## src/rtl/window_shift_buffer.sv

```systemverilog
// window_shift_buffer: sliding-window shift buffer with valid/ready on both sides,
// configurable stride and a zero-padded tail window emitted on flush.
//   clk, rst (async active-high)
//   in_valid/in_ready/data_in             : serial element input
//   flush                                 : pulse, close stream and emit the remainder
//   out_valid/out_ready/data_out          : TAPS-wide window, lane 0 = oldest
//   out_count/out_tail                    : valid lanes in window / last window flag
//   win_count                             : accepted-window counter, live only when
//                                           WINDOW_BUF_WIN_CNT_EN is defined, else 0
module window_shift_buffer #(
    parameter int DATA_W = 8,
    parameter int TAPS   = 4,
    parameter int STRIDE = 1
) (
    input  logic                      clk,
    input  logic                      rst,
    input  logic                      in_valid,
    output logic                      in_ready,
    input  logic [DATA_W-1:0]         data_in,
    input  logic                      flush,
    output logic                      out_valid,
    input  logic                      out_ready,
    output logic [TAPS*DATA_W-1:0]    data_out,
    output logic [$clog2(TAPS+1)-1:0] out_count,
    output logic                      out_tail,
    output logic [15:0]               win_count
);
    localparam int CW = $clog2(TAPS+1);
    typedef enum logic [1:0] {FILL, FULL, TAIL} state_t;
    state_t state, state_nx;
    logic [CW-1:0] cnt;
    logic [DATA_W-1:0] lanes [TAPS];
    logic tail, pend;
    logic accept, take, done;
    logic [CW-1:0] keep;
    assign accept = in_valid & in_ready;
    assign take   = out_valid & out_ready;
    assign done   = accept && cnt == CW'(TAPS-1);
    // elements retained after a window leaves; a tail window drains everything
    assign keep   = (state == FULL && !tail) ? CW'(TAPS-STRIDE) : '0;
    always_ff @(posedge clk or posedge rst)
        if (rst) state <= FILL;
        else     state <= state_nx;
    always_comb begin
        state_nx = state;
        case (state)
            FILL:    state_nx = done ? FULL : (flush && (cnt != '0 || accept)) ? TAIL : FILL;
            FULL:    state_nx = !take ? FULL : ((pend | flush) && keep != '0) ? TAIL : FILL;
            TAIL:    state_nx = take ? FILL : TAIL;
            default: state_nx = FILL;
        endcase
    end
    always_comb begin
        in_ready  = state == FILL;
        out_valid = state != FILL;
        out_tail  = state == TAIL || (state == FULL && tail);
        out_count = state == FULL ? CW'(TAPS) : state == TAIL ? cnt : '0;
    end
    for (genvar g = 0; g < TAPS; g++) begin : g_lane
        assign data_out[g*DATA_W +: DATA_W] = lanes[g];
    end
    // lanes at or above cnt are always zero, so a partial window is already padded
    always_ff @(posedge clk or posedge rst) begin
        if (rst) begin
            cnt  <= '0;
            tail <= 1'b0;
            pend <= 1'b0;
            for (int i = 0; i < TAPS; i++) lanes[i] <= '0;
        end else begin
            pend <= state == FULL && !take && (pend | flush);
            if (accept) begin
                cnt  <= cnt + 1'b1;
                tail <= flush & done;
                for (int i = 0; i < TAPS; i++)
                    if (cnt == CW'(i)) lanes[i] <= data_in;
            end
            if (take) begin
                cnt  <= keep;
                tail <= 1'b0;
                if (keep != '0) begin
                    for (int i = 0; i < TAPS-STRIDE; i++) lanes[i] <= lanes[i+STRIDE];
                    for (int i = TAPS-STRIDE; i < TAPS; i++) lanes[i] <= '0;
                end else begin
                    for (int i = 0; i < TAPS; i++) lanes[i] <= '0;
                end
            end
        end
    end
`ifdef WINDOW_BUF_WIN_CNT_EN
    logic [15:0] wc;
    always_ff @(posedge clk or posedge rst)
        if (rst)       wc <= '0;
        else if (take) wc <= wc + 16'd1;
    assign win_count = wc;
`else
    assign win_count = 16'd0;
`endif
endmodule

```

## config.mk

```make
export PLATFORM = sky130hd
export DESIGN_NAME = window_shift_buffer
export DESIGN_NICKNAME = d
export VERILOG_FILES = /design/src/rtl/window_shift_buffer.sv
export SDC_FILE = /design/constraint.sdc
export NUM_CORES = 1
export LEC_CHECK = 0
export BUFFER_PORTS_ARGS = -buffer_cell sky130_fd_sc_hd__buf_2
export CAP_MARGIN = 10
export CORE_ASPECT_RATIO = 0.7
export CORE_MARGIN = 1.5
export CORE_UTILIZATION = 33
export DETAILED_ROUTE_END_ITERATION = 10
export SYNTH_ARGS = -nofsm -noshare
export SYNTH_HDL_FRONTEND = slang
export SYNTH_SLANG_ARGS = --single-unit
```

## constraint.sdc

```tcl
create_clock -name clk -period 2.16 [get_ports clk]
set_input_delay 0.108 -clock clk [delete_from_list [all_inputs] [get_ports clk]]
set_output_delay 0.108 -clock clk [all_outputs]
set_load 0.02 [all_outputs]
```

After elaboration in Yosys (flattened, before gate mapping)
Cells that the tools add are included.

storage, ports and cells
  memory bits (writable) = 0
  output and inout bits = 54
  memory bits (read-only) = 0
  register bits after elaboration = 39
  word-level logic and storage cells = 63
  latch bits = 0
  memories = 0

cells by class
  order comparisons = 0
  reductions and logical operators = 25
  divide/modulo/power cells = 0
  mux-type cells = 20
  bitwise gates (word level) = 4
  $mul = 0
  $add $sub $neg = 1
  equal/unequal tests = 5
  shift-type cells = 0

operators with widths
  kind                                                                    number
  32-bit 2-to-1 mux                                                       3
  8-bit 2-to-1 mux                                                        4
  2-bit 2-to-1 mux                                                        6
  3-bit 2-to-1 mux                                                        4
  2-bit nonzero test                                                      6
  2-bit AND reduction                                                     4
  1-bit logical AND                                                       7
  3-bit by 2-bit equality test with 1-bit output (second input constant)  2
  2-bit case mux with 3 select lines                                      1
  3-bit nonzero test                                                      2
  3-bit by 1-bit adder with 3-bit output (second input constant)          1
  1-bit bitwise AND                                                       3
  3-bit by 1-bit equality test with 1-bit output (second input constant)  1
  3-bit zero test                                                         1
  2-bit by 1-bit equality test with 1-bit output (second input constant)  1
  2-bit equality test (second input constant)                             1
  1-bit zero test                                                         2
  2-bit zero test                                                         1
  1-bit logical OR                                                        2
  1-bit 2-to-1 mux                                                        2
  1-bit OR                                                                1

Depth between registers and ports, before layout
Gate-level depths: netlist (run 1).

  depth after elaboration = 8
  depth in mapped cells = 6

Worst setup path after synthesis (run 1)
No wires, ideal clock.

  path type = register to register
  start = reg state[0]
  end = reg lanes (netlist bit data_out[16])
  library setup time = 0.125 ns
  stages on the path, launching flop included = 6
  arrival time = 1.705 ns
  required time = 2.035 ns
  slack = 0.330 ns
  clock period less this slack = 1.830 ns
  path through = dfrtp_1 > buf_6 > or4b_1 > buf_2 > o21ai_4 > mux2_2

between the ends
  word-level cells in the longest chain between the ends = 6
  elaborated cells on any way between the ends = 13
  classes of those cells = eq/ne (1); mux (3); bitwise (2); reduce/logical (7)

ends and longest elaborated chain
  item                                            line  text
  start: declaration                              30    state_t state, state_nx;
  start signal: assignment                        43    else state <= state_nx;
  2-bit by 1-bit equality test with 1-bit output  40    assign keep = (state == FULL && !tail) ? CW'(TAPS-STRIDE) : '0;
  1-bit logical AND                               40
  2-bit 2-to-1 mux                                40
  3-bit nonzero test                              80    if (keep != '0) begin
  32-bit 2-to-1 mux                               80
  32-bit 2-to-1 mux                               77    if (take) begin
  end signal: indexed assignment                  75    if (cnt == CW'(i)) lanes[i] <= data_in;
  end: declaration                                32    logic [DATA_W-1:0] lanes [TAPS];

Parallel ways exist; a longest one is shown, timed or not.
A chain may end at the register's enable or synchronous reset.

Worst setup path in the final report (run 1)
  start = reg cnt[2]
  end = reg lanes (netlist bit data_out[0])

between the ends
  word-level cells in the longest chain between the ends = 3

ends and longest elaborated chain
  item                                  line  text
  start: declaration                    31    logic [CW-1:0] cnt;
  start signal: assignment              72    cnt <= cnt + 1'b1;
  start signal: assignment              78    cnt <= keep;
  3-bit zero test                       75
  2-bit nonzero test (no source line)   n/a
  2-bit AND reduction (no source line)  n/a

No other way between the ends.

==> results of run 1 <==
## area by class of cell
type / count / area share
flip-flops and latches: 39 / 0.393
multi-input cells: 125 / 0.383
repair buffers: 61 / 0.135
well taps: 75 / 0.0377
clock buffers: 6 / 0.0332
inverters: 11 / 0.0166
clock inverters: 1 / 0.00201
## cells in the final DEF (no fill, tap or decap), types with 2 or more instances in the layout
cell type and instances:
dfrtp_1 39, inv_1 11, nor2_1 4, ha_1 5, a21oi_1 8, buf_2 50, mux2_2 23, o21ai_0 7
nor2b_1 2, nand2_1 17, o21ai_4 3, clkbuf_8 6, a22o_1 24, buf_4 10, conb_1 16, nand3_1 3
## power breakdown
group,switching (mW),internal [mW]
Combinational,1.14,0.804
Sequential,0.241,1.06
Clock,0.245,0.251
## through the flow
stage	util	worst slack [ps]	cells	hold WS, ps
floorplan	-	330	204	181
detailed placement	0.405	220	310	266
finish	0.421	226	318	61.2
CTS	0.421	218	318	47.8
global route	0.421	145	318	79.0
global placement	0.405	249	310	268
## critical path: stages, from the launching register on
cell,delay [ps]
dfrtp_1,400
or4b_1,690
o21ai_4,360
mux2_2,380
## kinds of logic (layout without fill, tap and decap cells)
kind of cell,after synthesis,after routing
other,1,16
flip-flops,39,39
AND/OR/NAND/NOR,33,33
adder cells (fa/ha/maj),5,5
AO/OA/AOI/OAI,47,47
multiplexers,24,24
buffers and inverters,40,79
## how the worst max path moves through the flow
stage / endpoint / cells past startpoint
floorplan: data_out[16] / 5
global placement: data_out[13] / 3
detailed placement: data_out[19] / 3
CTS: data_out[16] / 3
global route: data_out[5] / 3
finish: data_out[0] / 3
## sequential cells by signal, summed over array words and instances, names as in the netlist
signal and flops:
tail 1, data_out 32, state 2, pend 1, cnt 3
## per-layer routing
metal,GRT usage,part of all wire,wire length (um)
met1,0.226,0.53,2560
met2,0.209,0.41,1990
met3,0.0373,0.053,255
met4,0.0333,0.0027,13
met5,0,0,0
## cells in the mapped netlist, types with 2 or more instances
cell	n
a21oi_1	8
o21ai_4	3
buf_4	16
inv_1	11
ha_1	5
buf_2	3
a22o_1	24
dfrtp_1	39
nor2_1	4
nand2_1	17
nor2b_1	2
mux2_2	23
o21ai_0	7
nor4bb_1	2
nand3_1	3
clkbuf_1	9
## timing repair
action	in CTS	in global routing
setup endpoints to repair	0	0
hold buffers	1	0
endpoints found under the hold margin	39	0
==> results.cfg, run 1 <==
[status]
outcome = complete, no violations

[synthesis]
synth_top_area_cell = dfrtp_1
yosys.area_share.simple = 0.0807
yosysWarnings = 0
synth.avg_cell_area_sq_um = 11.0
ys_ff_latch = 39
synthMuxAreaShare = 0.130
synth_fa_ha_area_frac = 0.0301
synth_compound_area_frac = 0.181
synth_xor_xnor_area_share = 0
ys.flop_type = dfrtp_1
synth.area.top_cells = dfrtp_1, mux2_2, a22o_1
synth_cell_type_count = 29
synth-edff-count = 0
synth_top_family_by_area = compound AO/OA/AOI/OAI gates
synth_top_area_frac = 0.470
synthArstFlopShare = 1.00
syn-instance-count = 189
syn_area_sq_mm = 0.00208
synth_seq_area_share = 0.470

[pwr]
power.density_mw_per_mm2 = 1500
total_power_mw = 3.73
ir_drop_v = 0.000595
p_leak_nw = 1.21

[clock_network]
clock-sinks = 39
postCtsSetupBuffers = 0
cts_resized = 0
clk_latency_ps = 290
tritoncts = yes
cts_buffers = 5
clk_pin_slew_worst_paths_ps = 70
root_buffer = clkbuf_8
clk_path_buf_depth = 2
htree_levels = 2

[min_path]
min_from = out_ready
hold_class = in -> reg
worst_hold_path.endpoint = pend
min_path_cells = 2

[worst_setup_path]
critPathLaunchType = flop
worstPathRequired_ps = 2330
crit_start = cnt[2]
rr_startpoint = cnt[2]
critPathKind = reg -> reg
cp.arrival_ps = 2110
worstPathMaxFanout = 8
critPathCaptureType = flop
reg2regPathDepth = 3
r2r_setup_slack_ps = 230
r2r_end = data_out[0]

[route]
final_antenna_net_count = 0
viasPerCell = 4.78
vias = 1519
drc = 0
avgRoutedWirePerCell_um = 15.2
postRouteWirelength_um = 4820
drtIter0Drc = 124
drtPass1Iterations = 4

[grt]
grt_max_degree = 40
antenna_found_initial = 0
grt_usage = 0.148
overflow = 0
grt_pass1_wl_um = 7900
grt_pass1_vias = 1441

[place]
placed_area_sq_mm = 0.00239
gp_congestion = 0.728
dp_hpwl_um = 3500
io_buffers = 50

[final_layout]
area_growth_pct = 19.6
multiInputGateArea_sq_um = 952
fin_area_sq_mm = 0.00249
diodes = 0
final-seq-area_sq_um = 976
fin_nets = 261
fill_cells = 600
final_layout_size_suffix_gt1_frac = 0.395

[sta]
post-route-period-util = 0.895
finalSetupViolCount = 0
hold_viol_final = 0
finClkSkew_ps = 7.68
fmax_mhz = 517
slew_viol_final = 0
tightest_slew_ps = 536
fin_tns_setup_ps = 0
min_period_ps = 1930
rsz0062_at_grt = no
maxSlewHeadroom = 0.642

[floorplan]
die_area_sq_mm = 0.00679
die_h_um = 69.4
initial_core_util = 0.352
ios = 67
core_sq_mm = 0.00590
rows = 23
die_w_um = 97.9

[run]
maxCapViolCount = 0
Note: power is estimated with default switching activity, not from simulation.
==> run 2, diff against run 1 <==
Settings changed: PLACE_DENSITY set to 0.64.
==> results.cfg, run 2 (same netlist as run 1, synthesis figures left out) <==
[run]
maxCapViolCount = 0

[worst_setup_path]
rr_startpoint = cnt[2]
cp.arrival_ps = 2140
critPathKind = reg -> reg
r2r_setup_slack_ps = 200
worstPathRequired_ps = 2340
crit_start = cnt[2]
worstPathMaxFanout = 8
critPathLaunchType = flop
critPathCaptureType = flop
reg2regPathDepth = 3
worstSetupEndpoint = data_out[11]
r2r_end = data_out[11]

[grt]
grt_pass1_vias = 1396
overflow = 0
grt_max_degree = 40
antenna_found_initial = 0
grt_pass1_wl_um = 7600
grt_usage = 0.141

[route]
viasPerCell = 4.96
postRouteWirelength_um = 4710
wl_met3_um = 289
drc = 0
met1_length_um = 2400
drtIter0Drc = 77
final_antenna_net_count = 0
drtPass1Iterations = 4
avgRoutedWirePerCell_um = 14.9
top_layer = met4
wl_met2_um = 1970
vias = 1562

[floorplan]
rows = 23
ios = 67
initial_core_util = 0.352
core_sq_mm = 0.00590
die_h_um = 69.4
die_w_um = 97.9
die_area_sq_mm = 0.00679

[clock_network]
cts_resized = 0
clk_pin_slew_worst_paths_ps = 70
ctsHoldBuffers = 1
tritoncts = yes
clk_path_buf_depth = 2
root_buffer = clkbuf_8
cts_buffers = 5
clk_latency_ps = 290
postCtsSetupBuffers = 0
clock-sinks = 39
htree_levels = 2

[final_layout]
final_layout_size_suffix_gt1_frac = 0.388
mostFrequentLayoutCell = buf_2
final-seq-area_sq_um = 976
multiInputGateArea_sq_um = 952
largest_reg_flops = 32
final_core_util = 0.418
diodes = 0
fin_nets = 258
fill_cells = 599
area_growth_pct = 18.5
most-common-layout-cells = buf_2, dfrtp_1, a22o_1

[sta]
post-route-period-util = 0.909
tightest_slew_ps = 645
finalSetupViolCount = 0
fin_tns_setup_ps = 0
finClkSkew_ps = 1.47
rsz0062_at_grt = no
fmax_mhz = 509
maxSlewHeadroom = 0.570
slew_viol_final = 0
hold_viol_final = 0
min_period_ps = 1960

[place]
gp_congestion = 0.766
dp_hpwl_um = 3420
io_buffers = 50

[pwr]
p_leak_nw = 1.19
ir_drop_v = 0.000522
power.density_mw_per_mm2 = 1500

[status]
outcome = complete, no violations

[min_path]
hold_class = in -> reg
-- run 2: cell count changes in the layout (fill, tap and decap cells not counted), sizes merged --
cell  previous run  this run
buf             60        57
-- run 2: critical path, cell delays in order, from the launching register on --
cell and delay [ps]:
dfrtp_1 400, or4b_1 680, o21ai_4 380, mux2_2 380
-- run 2: layout make-up --
cell class | count | area share
Clock buffer | 6 | 0.0335
Multi-Input combinational cell | 125 | 0.386
Timing Repair Buffer | 58 | 0.127
Tap cell | 75 | 0.0381
Clock inverter | 1 | 0.00203
Sequential cell | 39 | 0.396
Inverter | 11 | 0.0168
-- run 2: power breakdown --
group	switching (mW)	internal, mW	total, mW
logic	1.12	0.782	1.91
registers	0.242	1.06	1.30
clock network	0.247	0.251	0.498
total	1.61	2.09	3.70
-- run 2: how the worst min path moves through the flow --
| stage | from | end | slack, ps | depth (start not counted) |
|---|---|---|---|---|
| floorplan | out_ready | pend | 180 | 1 |
| global placement | rst | data_out[1] | 260 | 3 |
| detailed placement | rst | data_out[1] | 270 | 3 |
| CTS | out_ready | pend | 50 | 2 |
| global route | out_ready | pend | 70 | 2 |
| finish | out_ready | pend | 60 | 2 |
-- run 2: metrics by stage --
stage | power (mW) | setup WS (ps) | hold WS [ps] | area (sq um) | std cells
after global placement | 3.20 | 223 | 261 | 2370 | 307
after global routing | 3.95 | 104 | 72.1 | 2460 | 315
after detailed placement | 3.24 | 203 | 267 | 2370 | 307
final | 3.70 | 197 | 57.5 | 2460 | 315
after CTS | 3.74 | 197 | 52.6 | 2460 | 315
after floorplan | 2.64 | 330 | 181 | 2130 | 204
-- run 2: routing by layer --
| metal | vias up | track usage |
|---|---|---|
| met4 | 0 | 0.0381 |
| li1 | 739 | - |
| met1 | 771 | 0.223 |
| met5 | - | 0 |
| met2 | 48 | 0.183 |
| met3 | 4 | 0.0413 |
